[src/rtl/fetch_pkg.sv]
// Shared types and defaults for the instruction fetch stage.
package fetch_pkg;

    localparam int PC_W_DEF     = 13;
    localparam int INSTR_W_DEF  = 32;
    localparam int RESET_PC_DEF = 0;

    // Program counter type, also used for the execute stage's jump target.
    typedef logic [PC_W_DEF-1:0] pc_t;

    typedef enum logic [1:0] {
        EMPTY  = 2'd0,
        STREAM = 2'd1,
        HELD   = 2'd2
    } fetch_state_t;

endpackage

[src/rtl/fetch_skid.sv]
// One-entry holding register that parks an instruction returning from memory
// while decode is stalled.
module fetch_skid #(
    parameter int PC_W    = 13,
    parameter int INSTR_W = 32
) (
    input  logic               clk,
    input  logic               rst,
    input  logic               load,
    input  logic               clear,
    input  logic [INSTR_W-1:0] d_instr,
    input  logic [PC_W-1:0]    d_pc,
    output logic               valid,
    output logic [INSTR_W-1:0] instr,
    output logic [PC_W-1:0]    pc
);

    // Load takes priority; the controller never asserts both together.
    always_ff @(posedge clk or negedge rst) begin
        if (!rst) begin
            valid <= 1'b0;
            instr <= '0;
            pc    <= '0;
        end else if (load) begin
            valid <= 1'b1;
            instr <= d_instr;
            pc    <= d_pc;
        end else if (clear) begin
            valid <= 1'b0;
        end
    end

endmodule

[src/rtl/fetch_unit.sv]
// Instruction fetch: issues reads to a synchronous instruction memory and
// hands instructions to decode through the IF/ID register. Redirects from
// execute cost one bubble; a one-entry skid absorbs the read that is already
// in flight when decode stalls.
//
// state  | meaning
// -------+-----------------------------------------------
// EMPTY  | no read in flight, skid empty
// STREAM | one read in flight, its data arrives this cycle
// HELD   | skid holds an instruction decode has not taken
module fetch_unit
    import fetch_pkg::*;
#(
    parameter int              PC_W     = PC_W_DEF,
    parameter int              INSTR_W  = INSTR_W_DEF,
    parameter logic [PC_W-1:0] RESET_PC = PC_W'(RESET_PC_DEF)
) (
    input  logic               clk,
    input  logic               rst,
    input  logic               stall,
    input  logic               branch_taken,
    input  logic [PC_W-1:0]    jaddr,
    output logic               imem_en,
    output logic [PC_W-1:0]    imem_addr,
    input  logic [INSTR_W-1:0] imem_rdata,
    output logic [INSTR_W-1:0] instr_out,
    output logic [PC_W-1:0]    pc_out,
    output logic               instr_valid
);

    logic [PC_W-1:0]    pc_q;
    logic               infl;
    logic [PC_W-1:0]    infl_pc;
    logic               skid_v;
    logic [INSTR_W-1:0] skid_instr;
    logic [PC_W-1:0]    skid_pc;

    logic               skid_load;
    logic               skid_clear;
    logic               out_load;
    logic               out_from_skid;
    logic               valid_d;
    fetch_state_t       state;

    // A redirect always issues, even under stall, so the target read starts at once.
    assign imem_en   = branch_taken | ~stall;
    assign imem_addr = branch_taken ? jaddr : pc_q;

    // Current state follows directly from the in-flight and skid flags.
    assign state = skid_v ? HELD : (infl ? STREAM : EMPTY);

    // Issue tracking: at most one read outstanding, pc wraps naturally.
    always_ff @(posedge clk or negedge rst) begin
        if (!rst) begin
            pc_q    <= RESET_PC;
            infl    <= 1'b0;
            infl_pc <= '0;
        end else if (imem_en) begin
            pc_q    <= imem_addr + PC_W'(1);
            infl    <= 1'b1;
            infl_pc <= imem_addr;
        end else begin
            infl    <= 1'b0;
        end
    end

    // Next-state control: redirect beats stall, stall parks arriving data.
    always_comb begin
        skid_load     = 1'b0;
        skid_clear    = 1'b0;
        out_load      = 1'b0;
        out_from_skid = 1'b0;
        valid_d       = instr_valid;
        if (branch_taken) begin
            skid_clear = 1'b1;
            valid_d    = 1'b0;
        end else if (!stall) begin
            case (state)
                HELD: begin
                    out_load      = 1'b1;
                    out_from_skid = 1'b1;
                    skid_clear    = 1'b1;
                    valid_d       = 1'b1;
                end
                STREAM: begin
                    out_load = 1'b1;
                    valid_d  = 1'b1;
                end
                default: valid_d = 1'b0;
            endcase
        end else if (state == STREAM) begin
            skid_load = 1'b1;
        end
    end

    // IF/ID output register.
    always_ff @(posedge clk or negedge rst) begin
        if (!rst) begin
            instr_out   <= '0;
            pc_out      <= '0;
            instr_valid <= 1'b0;
        end else begin
            instr_valid <= valid_d;
            if (out_load) begin
                instr_out <= out_from_skid ? skid_instr : imem_rdata;
                pc_out    <= out_from_skid ? skid_pc : infl_pc;
            end
        end
    end

    fetch_skid #(
        .PC_W    (PC_W),
        .INSTR_W (INSTR_W)
    ) u_skid (
        .clk     (clk),
        .rst     (rst),
        .load    (skid_load),
        .clear   (skid_clear),
        .d_instr (imem_rdata),
        .d_pc    (infl_pc),
        .valid   (skid_v),
        .instr   (skid_instr),
        .pc      (skid_pc)
    );

endmodule

[config.mk]
export PLATFORM = sky130hd
export DESIGN_NAME = fetch_unit
export DESIGN_NICKNAME = d
export VERILOG_FILES = /design/src/rtl/fetch_pkg.sv /design/src/rtl/fetch_skid.sv /design/src/rtl/fetch_unit.sv
export SDC_FILE = /design/constraint.sdc
export NUM_CORES = 1
export LEC_CHECK = 0
export CORE_MARGIN = 10
export CORE_UTILIZATION = 28
export DETAILED_ROUTE_END_ITERATION = 10
export HOLD_SLACK_MARGIN = 0.12
export PLACE_DENSITY_LB_ADDON = 0.3
export SETUP_SLACK_MARGIN = 0.4
export SLEW_MARGIN = 5
export SYNTH_ARGS = -nofsm -noshare
export SYNTH_HDL_FRONTEND = slang
export SYNTH_HIERARCHICAL = 1
export SYNTH_SLANG_ARGS = --single-unit
export TNS_END_PERCENT = 20
[constraint.sdc]
create_clock -name clk -period 4.6 [get_ports clk]
set_input_delay 0.92 -clock clk [delete_from_list [all_inputs] [get_ports clk]]
set_output_delay 0.92 -clock clk [all_outputs]
set_load 0.005 [all_outputs]
-- After elaboration in Yosys (flattened, before gate mapping)
Index checks and enable logic that the tools add are counted.
- bits in registers: 119
- input bits: 49
- word-level logic and storage cells: 37
- equality and inequality tests: 3
- bitwise logic cells: 2
- $add $sub $neg: 1
- reductions and logical operators: 2
- mux-type cells: 20
- operators with widths (kind ; number):
    2-to-1 mux 32 bit ; 1
    2-to-1 mux 13 bit ; 2
    2-to-1 mux 1 bit ; 16
    adder 13 x 1 -> 13 bit (second input constant) ; 1
    == test 2 x 1 -> 1 bit (second input constant) ; 1
    == test 2 bit (second input constant) ; 1
    2-to-1 mux 2 bit ; 1
    inequality test 2 x 1 -> 1 bit (second input constant) ; 1
    nonzero test 2 bit ; 1
    OR reduction 2 bit ; 1
    NOT 1 bit ; 1
    OR 1 bit ; 1

-- Longest topological paths before layout
Gate-level depths: netlist (run 1).
- depth after elaboration: 8
- mapped depth: 10
- mapped depth without buffers: 6

-- Hierarchy
The synthesis (run 1) kept the hierarchy.
- by module, submodules not included (module ; area an instance (µm²) ; seq. area each (µm²) ; times used ; cells an instance):
    fetch_unit ; 3617.2 ; 1826.8 ; 1 ; 363
    fetch_skid ; 1906.8 ; 1151.1 ; 1 ; 98

-- Least setup slack after synthesis (run 1)
OpenSTA, ideal clock, no wires.
- path type: input to register
- from: in branch_taken
- to: reg u_skid.instr[0]
- data arrival time: 2.645 ns
- path slack: 1.830 ns
- cell stages on the path: 10
- required time: 4.475 ns
- path buffers: 6
- path through: buf_6 > nor2b_1 > clkbuf_1 > inv_1 > buf_2 > buf_1 > nor3b_1 > buf_6 > buf_12 > mux2_4
- longest elaborated chain between the ends: 1
- ends and longest elaborated chain (what ; RTL line ; source):
    start, declared ; fetch_unit.sv:21 ; input logic branch_taken,
    2-to-1 mux 1 bit ; fetch_unit.sv:74 ; if (branch_taken) begin
    via skid_load ; fetch_unit.sv:38 ; logic skid_load;
    end signal, assigned ; fetch_skid.sv:26 ; instr <= d_instr;
    end, declared ; fetch_skid.sv:14 ; output logic [INSTR_W-1:0] instr,
The timed path passes the listed nets, and every way through them passes these cells.
A chain may end at the register's enable or synchronous reset.

-- Final worst setup path (run 1)
- from: in branch_taken
- to: out imem_addr[4]
- longest elaborated chain between the ends: 1
- ends and longest elaborated chain (what ; RTL line ; source):
    2-to-1 mux 13 bit ; fetch_unit.sv:47 ; assign imem_addr = branch_taken ? jaddr : pc_q;
    end, declared ; fetch_unit.sv:24 ; output logic [PC_W-1:0] imem_addr,
Every way passes these cells.

==> impl_metrics.py, run 1 <==
metrics = {
    "synth": {
        "ys_seq_area_frac": 0.539,
        "synth_cells": 461,
        "synth-seq-cells": 119,
        "ys_types": 39,
        "ys.flop_type": "dfrtp_1",
        "netlist_area_um2": 5520,
        "yosysWarnings": 6,
        "synth_edf_count": 0,
        "synth_fp_nets": 511,
        "synthArstFlopShare": 1.00,
        "syn_area_per_cell_um2": 12.0,
    },
    "route": {
        "initialDrtViolationCount": 150,
        "via_count": 3821,
        "ant_nets": 0,
        "dr.pass1.iters": 4,
        "wl_um": 13700,
        "drc": 0,
        "routedWlPerCell_um": 16.2,
        "viasPerCell": 4.51,
    },
    "layout": {
        "fillers": 1908,
        "design_area_um2": 7400,
        "layout.cells.most_common": "dfrtp_1",
        "layout-drive-gt1-share": 0.170,
        "area_growth_syn_to_layout_pct": 34.0,
        "final_cell_mix": "dfrtp_1, clkdlybuf4s50_1, nand2_1",
        "antennaDiodeCount": 0,
        "nets": 620,
    },
    "floorplan": {
        "num_io_pins": 109,
        "start_util": 0.284,
        "die_h_um": 160,
        "die-area_um2": 25700,
        "core_area_um2": 19500,
        "die-width_um": 160,
        "num_rows": 51,
    },
    "setup_path": {
        "crit_path_max_fanout": 33,
        "ff2ff_setup_slack_ns": 2.70,
        "startpoint_type": "input pin",
        "slowest_stage": "clkdlybuf4s50_1",
        "cp-end-kind": "output port",
        "r2r-end": "pc_q[6]",
        "r2r_start": "pc_q[1]",
        "cpMostUsedCell": "clkdlybuf4s50_1",
        "cp.required_ns": 3.68,
        "arrival_ns": 2.72,
        "path_class": "input pin to output port",
        "cp_slowest_stage_delay_ns": 0.48,
        "reg2reg_depth": 6,
        "crit_chain": "clkdlybuf4s50_1, buf_4, mux2i_1, inv_1, clkdlybuf4s50_1",
    },
    "clock_network": {
        "ctsResizeCount": 0,
        "cts_hold_buf": 0,
        "root_buffer": "clkbuf_16",
        "htree_levels": 4,
        "clk_transition_reported_paths_ns": 0.06,
        "cts-buffers-inserted": 17,
        "clock_latency_ns": 0.41,
        "clkSinkCount": 119,
        "cts_tree": "built",
        "cts.path.max_buffers": 2,
        "postCtsSetupBuffers": 0,
    },
    "worst_hold_path": {
        "hp-class": "flop to flop",
        "min_path_cells": 2,
        "hold_start": "instr_out[2]",
        "hold-path-endpoint": "instr_out[2]",
    },
    "run_status": {
        "status": "complete, no violations",
    },
    "timing": {
        "holdWs_ns": 0.476,
        "fin_crit_sh": 0.792,
        "fin_crit_ns": 3.64,
        "fmax_mhz": 275,
        "clock_skew_ns": 0.00755,
        "slew_violations": 0,
        "slew_headroom": 0.539,
        "worst_slew_pin_slew_ns": 0.691,
        "rsz0062_at_grt": "no",
        "setup_tns_ns": 0,
        "setup_viol": 0,
        "hold_viol": 0,
        "worst_slack_ns": 0.957,
    },
    "placed_design": {
        "post_dp_cell_area_um2": 6820,
        "dpl.hpwl_um": 9500,
        "place.gp.congestion": 0.900,
        "port-buffer-count": 108,
        "place_ws_ns": 0.987,
    },
    "flow_run": {
        "cap_violations": 0,
    },
    "power_and_ir_drop": {
        "vdd_ir_drop_max_mv": 0.236,
        "p_per_area_nw_per_um2": 460,
        "finalPower_mw": 3.41,
        "p_leak_nw": 3.13,
    },
    "global_routing": {
        "grt_pass1_wl_um": 22800,
        "grt_max_degree": 53,
        "grt-ovfl-total": 0,
        "grt_pass1_vias": 4274,
        "antenna_found_initial": 0,
        "grt_usage": 0.109,
    },
}
registers in the layout, indices dropped and copies added, names as in the netlist:
name	count
infl	1
instr_valid	1
pc_q	13
infl_pc	13
instr_out	32
u_skid/instr	32
pc_out	13
u_skid/valid	1
u_skid/pc	13
metal layers:
metal | GRT usage | up-vias | routed length [um]
li1 | - | 1834 | -
met1 | 0.131 | 1881 | 6270
met2 | 0.177 | 90 | 6560
met3 | 0.0353 | 16 | 688
met4 | 0.0438 | 0 | 231
met5 | 0 | - | 0
cell usage after synthesis, types with 4 or more instances:
master	count	share of area
a21oi_1	12	0.011
a31oi_1	4	0.0045
and4_1	5	0.0079
buf_12	4	0.014
buf_2	6	0.0054
clkbuf_1	11	0.0075
dfrtp_1	119	0.54
inv_1	11	0.0075
mux2_2	12	0.024
mux2_4	40	0.11
mux2i_1	52	0.094
nand2_1	61	0.041
nand3_1	5	0.0045
nand4_1	5	0.0057
nor2_1	22	0.015
nor3_1	4	0.0036
o21a_1	4	0.0054
o21ai_0	48	0.043
logic make-up after synthesis:
| family | after synthesis | share of synthesized area |
|---|---|---|
| DFF | 119 | 0.539 |
| adders and majority gates | 1 | 0.00226 |
| buffers and inverters | 40 | 0.0464 |
| AOI/OAI and AO/OA | 77 | 0.0770 |
| muxes | 104 | 0.227 |
| xor gates and xnor gates | 4 | 0.00634 |
| and+or+nand+nor | 116 | 0.101 |
power by group:
group	leakage [nW]	switching (mW)	internal, mW
registers	1.42	0.148	1.27
logic	1.44	0.259	0.427
clock network	0.271	0.483	0.822
total	3.13	0.890	2.52
worst max-delay path, delay by kind of cell:
family	cells	cell delay [ns]
buffers and inverters	4	1.39
muxes	1	0.41
worst max path at each step:
stage / end / startpoint / slack (ns)
final: imem_addr[4] / branch_taken / 0.96
after global routing: imem_addr[4] / branch_taken / 0.85
after CTS: imem_addr[11] / branch_taken / 0.97
after detailed placement: imem_addr[11] / branch_taken / 0.99
after global placement: imem_addr[11] / branch_taken / 1.05
after floorplan: u_skid/instr[0] / branch_taken / 1.83
metrics by stage:
stage,util,std cells
global route,0.380,847
floorplan,-,461
finish,0.380,847
CTS,0.380,847
detailed placement,0.351,816
global placement,0.351,816
final cells by class:
class	count	area [um2]	share of cell area
clock inverter	11	125	0.0169
timing repair buffer	119	1160	0.157
sequential	119	2980	0.402
tap	265	332	0.0448
inverter	11	41.3	0.00558
clock buffer	20	457	0.0617
multi-input combinational	302	2310	0.312
Power figures use the tool's default switching activity.
==> run 2, diff against run 1 <==
==> constraint.sdc (replaced) <==
create_clock -name clk -period 3.45 [get_ports clk]
set_input_delay 0.69 -clock clk [delete_from_list [all_inputs] [get_ports clk]]
set_output_delay 0.69 -clock clk [all_outputs]
set_load 0.005 [all_outputs]
==> run 2 against run 1 <==
  * Global-route usage about the same
  * Flip-flop and latch count unchanged
  * Via count down 1.2%
  * Sequential power up 33%
  * Cell count down 0.35%
  * Non-clock buffer count down 2
  * Sequential share of layout area down 0.47 points
  * Utilization up 0.45 points
  * Total power up 36%
  * Critical path depth unchanged
==> impl_metrics.py, run 2 (synthesis results as in run 1) <==
metrics = {
    "layout": {
        "area_growth_syn_to_layout_pct": 35.6,
        "fillers": 1881,
        "antennaDiodeCount": 0,
        "final_cell_mix": "dfrtp_1, clkdlybuf4s50_1, nand2_1",
        "layout.cells.most_common": "dfrtp_1",
        "reg_top3": "instr_out: 32 flops, u_skid/instr: 32 flops",
        "multi_input_area_um2": 2330,
        "regArea_um2": 2980,
        "nets": 618,
        "layout-drive-gt1-share": 0.171,
    },
    "clock_network": {
        "postCtsSetupBuffers": 0,
        "clk_transition_reported_paths_ns": 0.05,
        "cts.path.max_buffers": 2,
        "root_buffer": "clkbuf_16",
        "cts_tree": "built",
        "clkSinkCount": 119,
        "htree_levels": 4,
        "cts_hold_buf": 0,
        "clock_latency_ns": 0.41,
        "ctsResizeCount": 0,
        "cts-buffers-inserted": 17,
    },
    "power_and_ir_drop": {
        "vdd_ir_drop_max_mv": 0.286,
        "p_leak_nw": 3.16,
        "p_per_area_nw_per_um2": 618,
    },
    "timing": {
        "holdWs_ns": 0.356,
        "fmax_mhz": 332,
        "slew_headroom": 0.398,
        "slew_violations": 0,
        "worst_slew_pin_slew_ns": 0.899,
        "setup_tns_ns": 0,
        "rsz0062_at_grt": "yes",
        "clock_skew_ns": 0.00791,
        "hold_viol": 0,
        "setup_viol": 0,
        "fin_crit_sh": 0.873,
        "fin_crit_ns": 3.01,
    },
    "route": {
        "viasPerCell": 4.47,
        "via_count": 3775,
        "routedWlPerCell_um": 16.0,
        "wl_um": 13500,
        "drc": 0,
        "dr.pass1.iters": 4,
        "ant_nets": 0,
        "initialDrtViolationCount": 198,
    },
    "floorplan": {
        "num_io_pins": 109,
        "num_rows": 51,
        "die-width_um": 160,
        "core_area_um2": 19500,
        "die_h_um": 160,
        "start_util": 0.284,
        "die-area_um2": 25700,
    },
    "setup_path": {
        "path_class": "input pin to output port",
        "cp.required_ns": 2.76,
        "crit_path_max_fanout": 33,
        "cp-end-kind": "output port",
        "reg2reg_depth": 6,
        "startpoint_type": "input pin",
        "arrival_ns": 2.32,
    },
    "global_routing": {
        "grt_usage": 0.109,
        "grt_max_degree": 63,
        "grt_pass1_wl_um": 22800,
        "grt-ovfl-total": 0,
        "grt_pass1_vias": 4138,
        "antenna_found_initial": 0,
    },
    "placed_design": {
        "port-buffer-count": 108,
        "place.gp.congestion": 0.827,
        "dpl.hpwl_um": 9250,
    },
    "run_status": {
        "status": "complete, no violations",
    },
    "worst_hold_path": {
        "hp-class": "input pin to async pin",
    },
    "flow_run": {
        "cap_violations": 0,
    },
}
run 2: cell count changes in the layout (fill, tap and decap cells not counted):
cell / before / now
mux2i_2: 0 / 4
bufinv_16: 2 / 3
buf_4: 12 / 5
clkinv_2: 2 / 1
clkinvlp_4: 5 / 2
clkbuf_8: 2 / 4
inv_6: 1 / 0
buf_12: 0 / 5
mux2i_1: 52 / 48
clkbuf_1: 1 / 2
run 2: per-layer routing:
layer	share of wire	track usage
met5	0	0
met4	0.012	0.0359
met3	0.056	0.0424
met2	0.46	0.168
met1	0.47	0.138
run 2: path summary, 6_finish.rpt:
path	from	end	slack (ns)
max in group asynchronous	rst	pc_out[8]	2.29
worst max register to register	pc_q[1]	pc_q[12]	1.60
worst min-delay path	rst	instr_out[24]	0.36
worst min register to register	instr_out[6]	instr_out[6]	0.47
worst max-delay path	branch_taken	imem_addr[12]	0.44
min in group clk	instr_out[6]	instr_out[6]	0.47
run 2: area by class of cell:
class	instances	area share
Clock buffer	23	0.0651
Clock inverter	7	0.0159
Inverter	11	0.00551
Multi-Input combinational cell	302	0.310
Sequential cell	119	0.397
Tap cell	265	0.0443
Timing Repair Buffer	117	0.161
run 2: where the power goes:
group	total, mW	internal, mW	switching, mW
combinational	0.926	0.580	0.347
clock	1.81	1.20	0.609
sequential	1.89	1.69	0.198
total	4.63	3.48	1.15
run 2: stage by stage:
step / power (mW) / worst slack, ns / cell area [um2] / util / std cells
2_1_floorplan: 2.36 / 0.910 / 5520 / - / 461
3_3_place_gp: 2.82 / 0.474 / 6870 / 0.353 / 814
3_5_place_dp: 2.85 / 0.413 / 6870 / 0.353 / 814
4_1_cts: 4.71 / 0.398 / 7480 / 0.384 / 844
5_1_grt: 4.90 / 0.363 / 7490 / 0.385 / 844
6_report: 4.63 / 0.440 / 7490 / 0.385 / 844
run 2: critical path, cell delays in order:
cell             delay [ns]
clkdlybuf4s50_1        0.52
buf_12                 0.21
mux2i_2                0.30
inv_1                  0.12
clkdlybuf4s50_1        0.47
